[src/rtl/ecu_seq.sv]
// ECU instruction sequencer: fetches opcode/operand bytes, steers the PC control
// inputs, assembles and range-checks jump targets, and watches the PC step count.
module ecu_seq (
    input  logic        clk,
    input  logic        rst,
    input  logic [7:0]  di,
    input  logic [2:0]  is,
    output logic        pc_oe,
    output logic        pc_lrc,
    output logic        pc_ini,
    output logic        pc_cub,
    output logic [15:0] pc_ai,
    output logic        ex_v,
    output logic        ex_last,
    output logic [7:0]  ex_op,
    output logic [15:0] ex_opd,
    output logic        flt,
    output logic        err
);

    localparam logic [2:0] FETCH = 3'd0;
    localparam logic [2:0] OPER1 = 3'd1;
    localparam logic [2:0] OPER2 = 3'd2;
    localparam logic [2:0] EXEC  = 3'd3;
    localparam logic [2:0] JUMP  = 3'd4;

    logic [2:0] state;
    logic [7:0] op;
    logic [7:0] lo;
    logic [7:0] hi;
    logic [1:0] cnt;
    logic       tgt_ok;
    logic       last;

    function automatic logic in_range(input logic [15:0] t);
        in_range = (t >= 16'h8000) && (t <= 16'hFFFC);
    endfunction

    assign tgt_ok = in_range({hi, lo});
    assign last   = (state == EXEC) && (cnt == {1'b0, op[0]});

    // Mealy PC controls; forced idle while reset is held so the PC never steps
    always_comb begin
        pc_oe   = (state == FETCH) || (state == OPER1) || (state == OPER2);
        pc_lrc  = 1'b0;
        pc_ini  = 1'b0;
        pc_cub  = 1'b0;
        ex_v    = (state == EXEC);
        ex_last = last;
        if (rst) begin
            pc_cub = ((state == FETCH) && (di[7:6] != 2'b00)) ||
                     ((state == OPER1) && op[7]);
            pc_ini = last || ((state == JUMP) && !tgt_ok);
            pc_lrc = (state == JUMP) && tgt_ok;
        end
    end

    assign pc_ai  = {hi, lo};
    assign ex_op  = op;
    assign ex_opd = {hi, lo};

    always_ff @(posedge clk or negedge rst) begin
        if (!rst) begin
            state <= FETCH;
            op    <= 8'h00;
            lo    <= 8'h00;
            hi    <= 8'h00;
            cnt   <= 2'd0;
            flt   <= 1'b0;
            err   <= 1'b0;
        end else begin
            // step 7 auto-increments the PC, and FETCH must always see step 0
            if (((state == FETCH) && (is != 3'd0)) || (is == 3'd7))
                err <= 1'b1;
            case (state)
                FETCH: begin
                    op    <= di;
                    lo    <= 8'h00;
                    hi    <= 8'h00;
                    cnt   <= 2'd0;
                    state <= (di[7:6] == 2'b00) ? EXEC : OPER1;
                end
                OPER1: begin
                    lo    <= di;
                    state <= op[7] ? OPER2 : EXEC;
                end
                OPER2: begin
                    hi    <= di;
                    state <= op[6] ? JUMP : EXEC;
                end
                EXEC: begin
                    if (last) begin
                        cnt   <= 2'd0;
                        state <= FETCH;
                    end else begin
                        cnt <= cnt + 2'd1;
                    end
                end
                JUMP: begin
                    if (!tgt_ok)
                        flt <= 1'b1;
                    state <= FETCH;
                end
                default: state <= FETCH;
            endcase
        end
    end

endmodule
[config.mk]
export PLATFORM = sky130hd
export DESIGN_NAME = ecu_seq
export DESIGN_NICKNAME = d
export VERILOG_FILES = /design/src/rtl/ecu_seq.sv
export SDC_FILE = /design/constraint.sdc
export NUM_CORES = 1
export LEC_CHECK = 0
export CORE_ASPECT_RATIO = 1.75
export CORE_MARGIN = 1
export CORE_UTILIZATION = 46
export DETAILED_ROUTE_END_ITERATION = 10
export PLACE_DENSITY = 0.84
export SLEW_MARGIN = 20
export SYNTH_ARGS = -nofsm -noshare
export SYNTH_HDL_FRONTEND = slang
export SYNTH_SLANG_ARGS = --single-unit
[constraint.sdc]
create_clock -name clk -period 3.5 [get_ports clk]
set_input_delay 0.7 -clock clk [delete_from_list [all_inputs] [get_ports clk]]
set_output_delay 0.7 -clock clk [all_outputs]
set_load 0.05 [all_outputs]
# After elaboration in Yosys (flattened, before gate mapping)
# Index checks and enable logic that the tools add are counted.
[word_totals]
register_bits = 31
input_bits = 13
out_inout_bits = 48
wordCells = 51
[op_classes]
add_sub_neg = 1
n_lt_le_gt_ge = 2
eq_ne = 7
mux = 12
bitwise_logic = 1
reduce_logical = 21
[op_table]
columns = ["op", "count"]
rows = [
  ["$pmux 8 s2", 2],
  ["$ge 16x16->1 const B", 1],
  ["$le 16x16->1 const B", 1],
  ["$pmux 3 s4", 1],
  ["$reduce_bool 2->1", 4],
  ["$logic_and 1x1->1", 7],
  ["$eq 3x2->1 const B", 2],
  ["$eq 3x3->1 const B", 2],
  ["$mux 3", 2],
  ["$logic_or 1x1->1", 5],
  ["$mux 1", 4],
  ["$mux 2", 2],
  ["$pmux 2 s2", 1],
  ["$eq 3x1->1 const B", 1],
  ["$logic_not 3->1", 1],
  ["$reduce_bool 3->1", 1],
  ["$add 2x1->2 const B", 1],
  ["$eq 2x1->1", 1],
  ["$logic_not 2->1", 1],
  ["$ne 2x1->1 const B", 1],
  ["$reduce_and 2->1", 1],
  ["$logic_not 1->1", 1],
  ["$not 1->1", 1],
]

# Depth between registers and ports, before layout
# Gate-level depths: netlist of the first run.
[logic_depth]
depth_word = 6
depth_mapped = 5
depth_no_buf = 3

# Least setup slack after synthesis of the first run
# Ideal clock, no wire load.
[synth_timing]
kind = "register to output"
startpoint = "register op[7], in the netlist ex_op[7]"
endpoint = "output port pc_cub"
arrival_ns = 3.221
path_slack_ns = -0.421
path_stages_with_launch = 3
cell_sequence = "dfrtp_1 > inv_1 > a2111oi_0"
[synth_between]
elab_chain_cells = 3
[synth_lines]
columns = ["item", "line_no", "source"]
rows = [
  ["start, declared", "28", "logic [7:0] op;"],
  ["start signal, assigned", "77", "op <= di;"],
  ["$logic_and 1x1->1", "52", "((state == OPER1) && op[7]);"],
  ["$logic_or 1x1->1", "51", "pc_cub = ((state == FETCH) && (di[7:6] != 2'b00)) ||"],
  ["$mux 1", "50", "if (rst) begin"],
  ["end, declared", "11", "output logic pc_cub,"],
]
# Every way passes these cells.

# Worst setup path in the final report of the first run
[layout_timing]
startpoint = "register state[0]"
endpoint = "output port ex_last"
[layout_between]
elab_chain_cells = 2
[layout_lines]
columns = ["item", "line_no", "source"]
rows = [
  ["start, declared", "27", "logic [2:0] state;"],
  ["start signal, assigned", "81", "state <= (di[7:6] == 2'b00) ? EXEC : OPER1;"],
  ["start signal, assigned", "85", "state <= op[7] ? OPER2 : EXEC;"],
  ["start signal, assigned", "89", "state <= op[6] ? JUMP : EXEC;"],
  ["$eq 3x2->1", "40", "assign last = (state == EXEC) && (cnt == {1'b0, op[0]});"],
  ["$logic_and 1x1->1", "40", ""],
  ["end, declared", "14", "output logic ex_last,"],
]
# Every way passes these cells.

==> summary.md, run 1 <==
| Metric | Value |
|---|---|
| Critical path data required time | `~2.8 ns` |
| Drt pass-1 iters | `4` |
| Final hold violation count | `0` |
| F_max | `roughly 0.32 GHz` |
| CTS tree | `yes` |
| Syn Nets | `179` |
| Critical path endpoint category | `output pin` |
| Total gr overflow | `0` |
| Setup bufs post-CTS | `0` |
| Syn avg cell area | `9.32 sq um` |
| Max clock buf depth | `2` |
| Final routed DRC violation total | `0` |
| Total wire length | `roughly 3.6 mm` |
| Wire length per cell | `~14 um` |
| H-tree depth | `2` |
| Initial Util | `between 40% and 50%` |
| Post-synth cell types | `32` |
| Final Wtd Congestion | `0.834` |
| Row count | `27` |
| CTS buffer count | `5` |
| Crit-path slowest cell | `clkdlybuf4s50_1` |
| Yosys warnings | `0` |
| Initial antenna violation count | `0` |
| Mapped cell area | `1550 sq um` |
| Die Wd | `45.9 um` |
| Worst-path clk slew | `0.06 ns` |
| Post-Layout Cell Count | `between 200 and 300` |
| CP Max Fanout | `21` |
| Final HPWL DP | `2.70 mm` |
| Max incr delay on CP | `0.79 ns` |
| Startpoint types | `flip-flop` |
| Largest cells by area after synthesis | `dfrtp_1 50%, nand2_1 8.5%, buf_4 8.2%` |
| Core area | `3180 sq um` |
| Setup Slack @ Placement | `0.578 ns` |
| Ports | `61` |
| GRT Total Usage | `22.1%` |
| # Max-Cap Violations | `0` |
| CTS Hold Bufs | `0` |
| Final setup fails | `0` |
| Vias per Instance | `5.26` |
| Worst Hold Class | `reg -> reg` |
| Crit path buffers/inverters | `2` |
| Sequential area share after synthesis | `50.1%` |
| Port bufs | `60` |
| Via count | `approximately 1300` |
| Largest net degree at the start of global routing | `33` |
| Crit path DAT | `2.43 ns` |
| Crit Path Category | `reg -> out` |
| CTS root buf | `clkbuf_8` |
| Status | `finished clean` |
| # placed instances | `245` |
| First-pass GRT wire length | `5.78 mm` |
| Relative slew slack | `48.0%` |
| Nets@finish | `~220` |
| Die footprint | `3610 sq um` |
| Hold WS | `roughly 0.50 ns` |
| Fin. max-slew vios | `0` |
| Final critical-path required period | `3.13 ns` |
| Post-CTS sizing | `0` |
| 1st-iter DRT viols | `26` |
| Crit path cell chain | `nor4bb_1 -> nand2_1 -> inv_1 -> clkdlybuf4s50_1` |
| Area leader, netlist | `dfrtp_1` |
| Post-route ant nets | `0` |
| Clock latency on the worst-skew pair | `0.29 ns` |
| Share of the synthesized area in the top cell type | `roughly half` |
| Flop and latch count out of synthesis | `31` |
| RSZ-0062 raised after global routing | `no` |
| Die Y | `78.7 um` |
| Share of cells above drive strength 1 | `12.9%` |
| Setup Skew | `approximately 0.0058 ns` |
| Final Worst Setup Slack | `0.371 ns` |
| Number of global-route vias before repair | `roughly 1300` |
| Mapped Cells | `166` |
| Layout area overhead | `41.3%` |
| CTS sink cnt | `31` |
| Period utilisation layout | `89.4%` |
| CP top delay family | `buffers and inverters` |
| Worst Tran Pin Value | `0.777 ns` |
| Setup TNS | `0 ns` |
| Fill cell count | `257` |
| Antenna diodes | `0` |
==> Yosys cell counts (all sizes together) <==
| cell | instances |
|---|---|
| a2111oi | 1 |
| a21boi | 1 |
| a21oi | 6 |
| a221oi | 1 |
| a2bb2oi | 1 |
| a311oi | 2 |
| a31oi | 1 |
| a32oi | 1 |
| and4 | 1 |
| buf | 20 |
| clkbuf | 6 |
| dfrtp | 31 |
| inv | 7 |
| mux2 | 7 |
| nand2 | 35 |
| nand3 | 1 |
| nand4 | 2 |
| nor2 | 3 |
| nor2b | 3 |
| nor3 | 5 |
| nor3b | 1 |
| nor4bb | 1 |
| o211ai | 1 |
| o21ai | 19 |
| o21ba | 1 |
| o21bai | 1 |
| o22ai | 1 |
| or2 | 3 |
| or3b | 1 |
| or4 | 1 |
| xnor2 | 1 |
==> metrics by stage <==
stage | area, sq um | utilization (%)
after floorplan | 1550 | -
after global placement | 2080 | 65.6
after detailed placement | 2080 | 65.6
after CTS | 2190 | 68.9
after global routing | 2190 | 68.9
final | 2190 | 68.9
==> cell families after synthesis <==
kind of cell / Yosys count / share of synthesized area [%]
flip-flops: 31 / 50.1
multiplexers: 7 / 5.09
buffers and inverters: 33 / 12.4
AO/OA/AOI/OAI: 37 / 14.4
XOR/XNOR: 1 / 0.566
AND/OR/NAND/NOR: 57 / 17.5
==> flip-flops by register name (all words and copies together), names as in the netlist <==
register,count
state,3
flt,1
cnt,2
lo,8
ex_op,8
err,1
hi,8
==> worst paths after layout <==
kind / start / depth (start not counted) / slack [ns] / to
worst max-delay path: state[0] / 4 / 0.37 / ex_last
worst min-delay path: err / 1 / 0.50 / err
worst max register to register: state[1] / 3 / 1.88 / cnt[0]
worst min register to register: err / 1 / 0.50 / err
max in group asynchronous: rst / 2 / 2.35 / flt
min in group asynchronous: rst / 2 / 0.86 / ex_op[0]
==> layer usage <==
metal / vias up / global-route usage (%) / part of all wire [%]
li1: 634 / - / -
met1: 633 / 25.9 / 39
met2: 55 / 36.3 / 54
met3: 8 / 5.45 / 4.7
met4: 0 / 9.71 / 2.4
met5: - / 0 / 0
==> worst reg2reg max path: stages, from the launching register on <==
cell       delay [ns]
dfrtp_1          0.72
or3b_2           0.50
a2bb2oi_1        0.16
o22ai_1          0.15
==> final cells by class <==
class,instances,area (sq um),share of cell area [%]
clock buffer,7,96.3,4.41
sequential,31,776,35.5
clock inverter,1,7.51,0.343
multi-input combinational,102,582,26.6
inverter,7,26.3,1.20
tap,43,53.8,2.46
timing repair buffer,62,646,29.5
==> placed cells by master, fill, tap and decap left out, types with 3 or more instances in the layout <==
master / synthesis / routed
or2_2: 3 / 3
clkdlybuf4s50_1: 0 / 57
nor2_1: 3 / 3
nor2b_1: 3 / 3
clkbuf_8: 0 / 7
dfrtp_1: 31 / 31
nor3_1: 5 / 5
o21ai_0: 19 / 19
inv_1: 7 / 7
buf_12: 0 / 3
nand2_1: 35 / 35
mux2_2: 7 / 7
a21oi_1: 6 / 6
Power of run 1 is left out: the tool's default activity adds up to more than one toggle a clock period on the data nets, which glitch-free logic cannot reach.
==> run 2, diff against run 1 <==
--- a/config.mk
+++ b/config.mk
@@ -5,11 +5,13 @@
 export SDC_FILE = /design/constraint.sdc
 export NUM_CORES = 1
 export LEC_CHECK = 0
+export CELL_PAD_IN_SITES_DETAIL_PLACEMENT = 0
+export CELL_PAD_IN_SITES_GLOBAL_PLACEMENT = 1
 export CORE_ASPECT_RATIO = 1.75
 export CORE_MARGIN = 1
-export CORE_UTILIZATION = 46
+export CORE_UTILIZATION = 34
 export DETAILED_ROUTE_END_ITERATION = 10
-export PLACE_DENSITY = 0.84
+export PLACE_DENSITY_LB_ADDON = 0.1
 export SLEW_MARGIN = 20
 export SYNTH_ARGS = -nofsm -noshare
 export SYNTH_HDL_FRONTEND = slang
==> run 2 against run 1 <==
Compared with the run above:
- critical path depth is the same
- global-route usage shrank 4.5 points
- non-clock buffer count grew 1
- flip-flop and latch count is the same
- register-to-register slack lost 0.48 ns
- critical endpoint unchanged
- highest routed layer unchanged
==> summary.md, run 2 (synthesized netlist as in run 1, its figures left out) <==
| Metric | Value |
|---|---|
| Status | `finished clean` |
| 1st-iter DRT viols | `16 (-38%)` |
| # Max-Cap Violations | `0 (unchanged)` |
| Flop-to-flop setup slack | `1.40 ns (-0.48 ns)` |
| Total gr overflow | `0 (unchanged)` |
| Period utilisation layout | `87.4% (-2.0 points)` |
| Commonest non-fill, non-tap cells in the layout | `57 x clkdlybuf4s50_1, 35 x nand2_1, 31 x dfrtp_1` |
| Largest net degree at the start of global routing | `33 (unchanged)` |
| Number of global-route vias before repair | `1273 (+1.5%)` |
| RSZ-0062 raised after global routing | `no` |
| CP Max Fanout | `22 (+4.8%)` |
| CTS Hold Bufs | `0 (unchanged)` |
| CTS buffer count | `5 (unchanged)` |
| Die Y | `91.3 um (+16%)` |
| CTS sink cnt | `31 (unchanged)` |
| Total wire length | `3.83 mm (+5.9%)` |
| Final critical-path required period | `3.06 ns (-0.0712 ns)` |
| Nets@finish | `223 (+0.45%)` |
| Die footprint | `4840 sq um (+34%)` |
| Setup Skew | `0.00550 ns (-0.000316 ns)` |
| Ports | `61 (unchanged)` |
| Final HPWL DP | `2.84 mm (+5.3%)` |
| Crit path DAT | `2.36 ns (-0.07 ns)` |
| F_max | `0.327 GHz (+2.3%)` |
| Setup bufs post-CTS | `0 (unchanged)` |
| Crit Path Category | `reg -> out` |
| Row count | `32 (+19%)` |
| Most common cell after layout, fill and taps aside | `clkdlybuf4s50_1` |
| Fin. max-slew vios | `0 (unchanged)` |
| H-tree depth | `2 (unchanged)` |
| Final setup fails | `0 (unchanged)` |
| CTS tree | `yes` |
| GRT Total Usage | `17.6% (-4.5 points)` |
| Layout area overhead | `41.0%` |
| Antenna diodes | `0 (unchanged)` |
| Worst Hold Class | `reg -> reg` |
| Worst Tran Pin Value | `0.781 ns (+0.00346 ns)` |
| Initial antenna violation count | `0 (unchanged)` |
| Clock latency on the worst-skew pair | `0.27 ns (-0.02 ns)` |
| Final Wtd Congestion | `0.779 (-6.6%)` |
| Relative slew slack | `47.5% (-0.50 points)` |
| Setup Slack @ Placement | `0.688 ns (+0.110 ns)` |
| CTS root buf | `clkbuf_8` |
| Worst-path clk slew | `0.06 ns (about the same)` |
| Drt pass-1 iters | `4 (unchanged)` |
| Final hold violation count | `0 (unchanged)` |
| First-pass GRT wire length | `6.07 mm (+4.9%)` |
| Finished Core Util | `49.5% (-19 points)` |
| Final Worst Setup Slack | `0.442 ns (+0.0712 ns)` |
| Post-route ant nets | `0 (unchanged)` |
| Post-CTS sizing | `0 (unchanged)` |
| Critical path data required time | `2.80 ns (about the same)` |
| Startpoint types | `flip-flop` |
| Wire length per cell | `14.6 um (+2.2%)` |
| Final routed DRC violation total | `0 (unchanged)` |
| Setup TNS | `0 ns (unchanged)` |
| Core area | `4400 sq um (+39%)` |
| Hold WS | `0.477 ns (-0.0244 ns)` |
| Via count | `1287 (-3.2%)` |
| Share of cells above drive strength 1 | `12.3% (-0.53 points)` |
| Die Wd | `53 um (+16%)` |
| Vias per Instance | `4.91 (-6.6%)` |
| Max clock buf depth | `2 (unchanged)` |
| Initial Util | `35.1% (-14 points)` |
| Critical path endpoint category | `output pin` |
| Port bufs | `60 (unchanged)` |
[run 2: changes by cell type in the layout (fill, tap and decap cells not counted)]
cell | previous run | this run
clkbuf_1 | 0 | 2
clkinvlp_4 | 1 | 0
buf_4 | 2 | 3
clkbuf_8 | 7 | 5
clkinv_2 | 0 | 1
[run 2: critical path: stages, from the launching register on]
cell,delay (ns)
dfrtp_1,0.74
nor4bb_1,0.36
nand2_1,0.12
inv_1,0.07
clkdlybuf4s50_1,0.79
[run 2: path summary, 6_finish.rpt]
check,cells after the start,startpoint,to
max,4,state[1],ex_last
min,1,err,err
max reg2reg,3,state[1],ex_op[4]
min reg2reg,1,err,err
max in group asynchronous,2,rst,ex_op[1]
min in group asynchronous,2,rst,lo[3]
[run 2: final cells by class]
cell class / instances / area (sq um)
clock buffer: 7 / 76.3
clock inverter: 1 / 5.00
inverter: 7 / 26.3
fill: 450 / 2220
multi-input combinational: 102 / 582
tap: 51 / 63.8
timing repair buffer: 63 / 653
sequential: 31 / 776
[run 2: layer usage]
metal	part of all wire, %	GRT usage, %	vias up
li1	-	-	636
met1	41	20.3	600
met2	52	29.4	43
met3	4.5	3.69	8
met4	2.9	8.55	0
met5	0	0	-
[run 2: metrics by stage]
step / instances / instance area [sq um]
after detailed placement: 254 / 2100
after global routing: 262 / 2180
final: 262 / 2180
after global placement: 254 / 2100
after floorplan: 166 / 1550
after CTS: 262 / 2180
Power of run 2 is left out for the same reason.
